File: src/rtl/rr_arbiter.sv
// rtl/rr_arbiter.sv - round-robin arbiter with registered one-hot grant
module rr_arbiter #(
    parameter int ORDER = 2
) (
    input  logic                  clock,
    input  logic                  reset_n,
    input  logic [2**ORDER-1:0]   req,
    input  logic                  done,
    output logic [2**ORDER-1:0]   grant,
    output logic [ORDER-1:0]      index,
    output logic                  busy
);
    localparam int N = 2**ORDER;

    typedef enum logic {IDLE, GRANT} state_t;

    state_t           state, state_n;
    logic [N-1:0]     grant_n, cand, masked;
    logic [ORDER-1:0] index_n, ptr, ptr_n, sel;
    logic             busy_n, found, drop;

    // The holder's own bit is excluded so a releasing holder cannot re-win;
    // in IDLE grant is zero and cand is simply req.
    always_comb begin
        cand   = req & ~grant;
        masked = '0;
        sel    = '0;
        found  = 1'b0;
        for (int i = 0; i < N; i++) begin
            masked[i] = cand[i] && (i > int'(ptr));
        end
        for (int i = 0; i < N; i++) begin
            if (masked[i] && !found) begin
                sel   = ORDER'(i);
                found = 1'b1;
            end
        end
        for (int i = 0; i < N; i++) begin
            if (cand[i] && !found) begin
                sel   = ORDER'(i);
                found = 1'b1;
            end
        end
    end

    always_comb begin
        state_n = state;
        grant_n = grant;
        index_n = index;
        busy_n  = busy;
        ptr_n   = ptr;
        drop    = done || !req[index];
        case (state)
            IDLE: begin
                if (|req) begin
                    grant_n = {{(N-1){1'b0}}, 1'b1} << sel;
                    index_n = sel;
                    ptr_n   = sel;
                    busy_n  = 1'b1;
                    state_n = GRANT;
                end
            end
            GRANT: begin
                if (drop) begin
                    if (|cand) begin
                        grant_n = {{(N-1){1'b0}}, 1'b1} << sel;
                        index_n = sel;
                        ptr_n   = sel;
                    end else begin
                        grant_n = '0;
                        busy_n  = 1'b0;
                        state_n = IDLE;
                    end
                end
            end
            default: state_n = IDLE;
        endcase
    end

    always_ff @(posedge clock) begin
        if (!reset_n) begin
            state <= IDLE;
            grant <= '0;
            index <= '0;
            busy  <= 1'b0;
            ptr   <= ORDER'(N-1);
        end else begin
            state <= state_n;
            grant <= grant_n;
            index <= index_n;
            busy  <= busy_n;
            ptr   <= ptr_n;
        end
    end
endmodule

File: config.mk
export PLATFORM = sky130hd
export DESIGN_NAME = rr_arbiter
export DESIGN_NICKNAME = d
export VERILOG_FILES = /design/src/rtl/rr_arbiter.sv
export SDC_FILE = /design/constraint.sdc
export NUM_CORES = 1
export LEC_CHECK = 0
export ABC_AREA = 1
export BUFFER_PORTS_ARGS = -buffer_cell sky130_fd_sc_hd__buf_4
export CORE_AREA = 2 2 39 41
export CTS_BUF_LIST = sky130_fd_sc_hd__clkbuf_8
export DETAILED_ROUTE_END_ITERATION = 7
export DIE_AREA = 0 0 41 43
export GPL_ROUTABILITY_DRIVEN = 0
export HOLD_SLACK_MARGIN = 0.06
export MAX_ROUTING_LAYER = met4
export PLACE_DENSITY_LB_ADDON = 0.2
export SKIP_LAST_GASP = 1
export SYNTH_ARGS = -nofsm -noshare
export SYNTH_HDL_FRONTEND = slang
export SYNTH_SLANG_ARGS = --single-unit
File: constraint.sdc
create_clock -name clock -period 2.2 [get_ports clock]
set_clock_uncertainty 0.05 [all_clocks]
set_input_delay 0.22 -clock clock [delete_from_list [all_inputs] [get_ports clock]]
set_output_delay 0.22 -clock clock [all_outputs]
set_load 0.01 [all_outputs]
==> results of run 1 <==
==> power groups by stage <==
stage          Combinational, µW  Sequential [µW]  Clock (µW)
2_1_floorplan                267              297           0
3_3_place_gp                 399              288           0
3_5_place_dp                 405              287           0
4_1_cts                      408              284         229
5_1_grt                      452              292         236
6_report                     411              284         229
==> worst reg2reg max path: cells and delay by family (launching register included) <==
kind            cells  cell delay [ns]
compound gates      1             0.13
simple gates        7             0.71
flops               1             0.34
buf+inv             2             0.11
==> cell type report <==
| type | instances | share of cell area, % |
|---|---|---|
| Inverter | 13 | 6.16 |
| Sequential cell | 10 | 25.3 |
| Timing Repair Buffer | 13 | 12.3 |
| Multi-Input combinational cell | 74 | 46.8 |
| Clock buffer | 4 | 6.95 |
| Tap cell | 16 | 2.53 |
==> metrics by stage <==
stage,hold WS [ns],worst slack [ns],utilization [%],instances
CTS,0.155,0.778,57.2,130
finish,0.153,0.775,57.2,130
global route,0.176,0.646,57.2,130
detailed placement,0.400,0.766,53.3,126
global placement,0.405,0.818,53.3,126
floorplan,0.254,0.905,-,97
==> synthesized netlist by cell type (all sizes together) <==
| cell type | instances | area share, % |
|---|---|---|
| dfxtp | 10 | 32 |
| nand3 | 9 | 8.1 |
| a21oi | 7 | 5.7 |
| o211ai | 2 | 2.4 |
| inv | 13 | 7.9 |
| nand2 | 33 | 22 |
| nand4 | 1 | 2.0 |
| o21ai | 1 | 0.81 |
| nor2 | 19 | 16 |
| a21boi | 1 | 1.8 |
| a31oi | 1 | 1.0 |
==> flip-flops by register name, indices dropped and copies added (netlist names) <==
signal and flops:
ptr 2, index 2, state 1, grant 4, busy 1
==> routing by layer <==
layer  part of all wire (%)  vias to the layer above
li1                       -                      342
met1                     46                      314
met5                      0                        -
met4                    1.8                        0
met3                    4.8                        5
met2                     47                       22
==> path summary, 6_finish.rpt <==
kind,from,end,slack (ns),depth (start not counted)
worst min-delay path,reset_n,ptr[0]$_SDFFE_PN1P_,0.15,2
worst max register to register,grant[0]$_SDFFE_PN0P_,index[0]$_SDFFE_PN0P_,0.77,10
worst max-delay path,grant[0]$_SDFFE_PN0P_,index[0]$_SDFFE_PN0P_,0.77,10
worst min register to register,grant[0]$_SDFFE_PN0P_,grant[0]$_SDFFE_PN0P_,0.43,2
==> kinds of logic (layout without fill, tap and decap cells) <==
group                  after synthesis  after routing  share of synthesized area, %
AO/OA/AOI/OAI                       12             12                          11.7
buffers and inverters               13             30                          7.88
flip-flops                          10             10                          32.3
AND/OR/NAND/NOR                     62             62                          48.1
==> run metrics, run 1 <==
die height between 40 and 50 µm; Final Cell Area 792 µm²; CTS Buf Count 3; final setup violation count 0; WL/cell 11.3 µm; Worst Setup Start Kind flop; vias in the first global route approximately 560; Multi-input gate area 370 µm²; Area Growth Syn to Fin 27.9%; LEAKAGE 0.000392 µW; Resized cells post-CTS 0; Synth Instances 97; Slew headroom 67.3%; status finished clean; Core ar. 1380 µm²; worst-path cell chain inv_1, nand2_1, nand2_1, nor2_2, nand2_1, nand2_1, nand2_2, nor2_4, inv_1, a21oi_1; row cnt 14; overall power 924 µW; CTS tree done; crit path max fanout 4; Critical Path RT ~2.3 ns; DIE AREA roughly 1800 µm²; commonest non-fill, non-tap cell in the layout nand2_1; Nets around 120; VDD IR-drop max approximately 550 µV; root buffer cell clkbuf_8; CP Buf/Inv Count 2; Fin Setup TNS 0 ns; RSZ-0062 raised after global routing false; largest net degree at the start of global routing 8; PD cells 1170 nW/µm²; IO buf count 13; setup bufs post-CTS 0; register bit count reported by yosys 10; post-synthesis sequential area ratio 32.3%; Hold Fails Final Rpt 0; yosys warns 0; met2 Track Usage GR approximately 29%; # DRC 0; max-cap viol count 0; FMAX 702 MHz; Mapped Area 619 µm²; slowest cell on the critical path dfxtp_1; Global Route met3 Usage 1.57%; Routed WL between 1 and 1.5 mm; placed cell area 737 µm²; Pre-antenna DRT Iters 4; fin crit share about two thirds; vias 683; Pint 551 µW; clk slew on worst S/H paths 0.05 ns; # clock sinks 10; number of vias per cell approximately 5.3; Arr. time, crit path 1.54 ns; hold crit path type primary input to flop; Most common cell on crit path nand2_1; sequential share of power 30.7%; Final min period 1.43 ns; CP max stage delay 0.34 ns; Chip Width a little over 40 µm; most frequent cells in the layout 29 x nand2_1, 13 x buf_4, 11 x nor2_1; gr usage total between 10% and 20%; ANT cells 0; endpoint class of the critical path flop; net switching power 374 µW; post-synth cell types 16; Routed Antenna Nets 0; GR Layer Usage met1 27.1%; Crit Path Class flop to flop; Top Family by Delay on Critical Path simple AND/OR/NAND/NOR gates; syn_nets about 100; Slew @ Worst Pin ~0.48 ns; Combinational Power Share between 40 and 50%; H-tree levels 1; Max clock buf depth 2; sw frac around two fifths; hold buffers post-CTS 0; HPWL after DPL about 1.2 mm; layout cells sized above 1 31.6%; I/O pin cnt 14; fin. max-slew vios 0; Clk pwr share 24.8%; first-pass GRT wire length 2.31 mm; grt peak-use layer met2; mean post-synth cell area 6.38 µm²; Filler Cell Count 138; DR iter-0 viols 24; Initial Utilization 44.8%; initial antenna violation count 0; GRT Residual Overflow 0; sequential cell area roughly 200 µm²; clock latency on the worst-skew pair 0.24 ns
No activity file was read; power rests on OpenSTA's default activity.
==> inputs of run 2 (changes only) <==
--- a/config.mk
+++ b/config.mk
@@ -5,7 +5,7 @@
 export SDC_FILE = /design/constraint.sdc
 export NUM_CORES = 1
 export LEC_CHECK = 0
-export ABC_AREA = 1
+export ABC_AREA = 0
 export BUFFER_PORTS_ARGS = -buffer_cell sky130_fd_sc_hd__buf_4
 export CORE_AREA = 2 2 39 41
 export CTS_BUF_LIST = sky130_fd_sc_hd__clkbuf_8
==> constraint.sdc (replaced) <==
create_clock -name clock -period 1.4 [get_ports clock]
set_clock_uncertainty 0.05 [all_clocks]
set_input_delay 0.14 -clock clock [delete_from_list [all_inputs] [get_ports clock]]
set_output_delay 0.14 -clock clock [all_outputs]
set_load 0.01 [all_outputs]
==> run metrics, run 2 <==
vias a little under 800; root buffer cell clkbuf_8; Core ar. roughly 1400 µm²; WHS between 0.1 and 0.15 ns; fin crit share 135%; Nets 119; gr usage total 27.0%; Worst R2R End grant[1]$_SDFFE_PN0P_; row cnt 14; LEAKAGE 0.000457 µW; CTS Buf Count 3; Synth area leaders dfxtp_1 32%, o32ai_1 5.5%, mux2i_1 4.8%, nand2b_1 4.0%, inv_1 3.6%; post-synthesis sequential area ratio 31.7%; Crit Path Class flop to flop; cell taking the most area after synthesis dfxtp_1; layout cells sized above 1 48.6%; Arr. time, crit path 1.98 ns; Final min period 1.89 ns; IO buf count 13; main flop type after synthesis dfxtp_1; PD cells 1360 nW/µm²; CP max stage delay 0.42 ns; Max clock buf depth 2; Routed WL 2.09 mm; Hold Fails Final Rpt 0; Filler Cell Count 96; most frequent cell after synthesis dfxtp_1; crit path max fanout 6; Chip Width 41 µm; Synth Instances roughly 70; Biggest register grant; worst r2r src index[1]$_SDFFE_PN0P_; clk slew on worst S/H paths 0.05 ns; WL/cell 16.4 µm; hold crit path type primary input to flop; largest net degree at the start of global routing 9; Critical Path RT 1.49 ns; VDD IR-drop max 796 µV; Area Growth Syn to Fin 64.0%; syn_nets 79; Worst Reg-to-Reg Cells 4; final setup violation count 8; die height 43 µm; max-cap viol count 0; fin worst setup slack -0.491 ns; mean post-synth cell area about 9 µm²; yosys warns 0; fin. max-slew vios 0; # clock sinks 10; FMAX 529 MHz; Worst R2R Setup Slack -0.49 ns; CTS tree done; number of vias per cell 6.07; Post-synth EDFFs 0; Routed Antenna Nets 0; Mapped Area 632 µm²; slowest cell on the critical path a222oi_1; Placement Setup Slack -0.457 ns; Compound-Gate Fraction of Synth Area 24.4%; commonest non-fill, non-tap cell in the layout buf_4; Pre-antenna DRT Iters 4; status finished with violations; failing checks setup timing; clock latency on the worst-skew pair 0.24 ns; Post-synth ARST share 0%; placed cell area slightly above 900 µm²; endpoint class of the critical path flop; most frequent cells in the layout 36 x buf_4, 8 x dfxtp_1, 7 x inv_1; GRT Residual Overflow 0; ANT cells 0; Critical Path Sink grant[1]$_SDFFE_PN0P_; register bit count reported by yosys 10; Slew headroom 63.8%; RSZ-0062 raised after global routing true; HPWL after DPL 1.46 mm; I/O pin cnt 14; vias in the first global route 726; Final Cell Area 1040 µm²; # DRC 0; multiplexer area fraction after synthesis 8.32%; Initial Utilization 45.7%; post-synth cell types 35; post-synthesis simple-gate area fraction 29.7%; hold buffers post-CTS 0; initial antenna violation count 0; Synth Area in XOR/XNOR 0%; Worst Setup Start Kind flop; largest family of logic cells by synthesized area simple AND/OR/NAND/NOR gates; min-delay src reset_n; first-pass GRT wire length 3.08 mm; worst-path cell chain mux2_4, a222oi_1, o211ai_1, o32ai_1; number of flip-flops in the largest register 4; H-tree levels 1; CP Launch Point index[1]$_SDFFE_PN0P_; Post-Synth Adder-Cell Area about 1.6%; DIE AREA between 1500 and 2000 µm²; Slew @ Worst Pin 0.540 ns; post-synth top area share between 30% and 40%; largest registers grant (4), index (2), ptr (2); DR iter-0 viols 25; top post-synthesis cells by count 10 x dfxtp_1, 6 x inv_1, 4 x nand2b_1, 4 x nor3_1, 4 x o32ai_1
==> run 2: cell types whose count changed after synthesis, sizes merged, moves of 6 or more <==
cell,delta
nand3,-7
inv,-7
nand2,-31
nor2,-16
a21oi,-6
==> run 2: through the flow <==
stage	utilization, %	power [µW]	setup TNS (ns)	cells
6_report	74.9	1410	-3.19	127
5_1_grt	74.9	1480	-4.04	127
4_1_cts	72.5	1360	-2.63	125
3_5_place_dp	65.8	1000	-2.93	121
3_3_place_gp	65.8	988	-2.37	121
2_1_floorplan	-	701	-1.74	72
==> run 2: logic make-up after synthesis <==
family / count (synthesis)
fa+ha+maj: 1
flops: 10
compound gates: 19
buf+inv: 7
mux: 5
simple gates: 30
==> run 2: worst min path at each step <==
| stage | endpoint | slack [ns] | cells after the start |
|---|---|---|---|
| floorplan | state$_SDFF_PN0_ | 0.24 | 1 |
| global placement | state$_SDFF_PN0_ | 0.38 | 2 |
| detailed placement | state$_SDFF_PN0_ | 0.39 | 2 |
| CTS | state$_SDFF_PN0_ | 0.14 | 2 |
| global route | busy$_SDFFE_PN0P_ | 0.17 | 2 |
| finish | state$_SDFF_PN0_ | 0.15 | 2 |
==> run 2: timing repair <==
| action | 4_1_cts | 5_1_grt |
|---|---|---|
| pin swaps | 4 | 6 |
| buffers inserted | 0 | 3 |
| endpoints found under the setup margin | 10 | 9 |
| resized for setup | 8 | 3 |
| hold endpoints to repair | 0 | 0 |
==> run 2: area by class of cell <==
cell class	instances	area, µm²	share of cell area [%]
Clock buffer	3	41.3	3.99
Clock inverter	1	3.75	0.362
Inverter	6	22.5	2.17
Multi-Input combinational cell	55	473	45.7
Sequential cell	10	205	19.8
Tap cell	16	20.0	1.93
Timing Repair Buffer	36	270	26.1
==> run 2: critical path: cells and delay by family, from the launching register on <==
family	cells	cell delay, ns
AO/OA/AOI/OAI	3	1.08
flip-flops	1	0.36
multiplexers	1	0.30
==> run 2: per-layer routing <==
| layer | up-vias | global-route usage [%] | part of all wire, % |
|---|---|---|---|
| met5 | - | - | 0 |
| met1 | 368 | 31.7 | 42 |
| met2 | 32 | 40.6 | 48 |
| met3 | 12 | 4.19 | 5.9 |
| li1 | 359 | - | - |
| met4 | 0 | 17.3 | 3.5 |
==> run 2: power by group <==
group	internal [µW]	leakage (µW)	switching (µW)
clock network	192	0.0000269	115
registers	350	0.0000840	60.9
logic	379	0.000346	317
total	921	0.000457	493
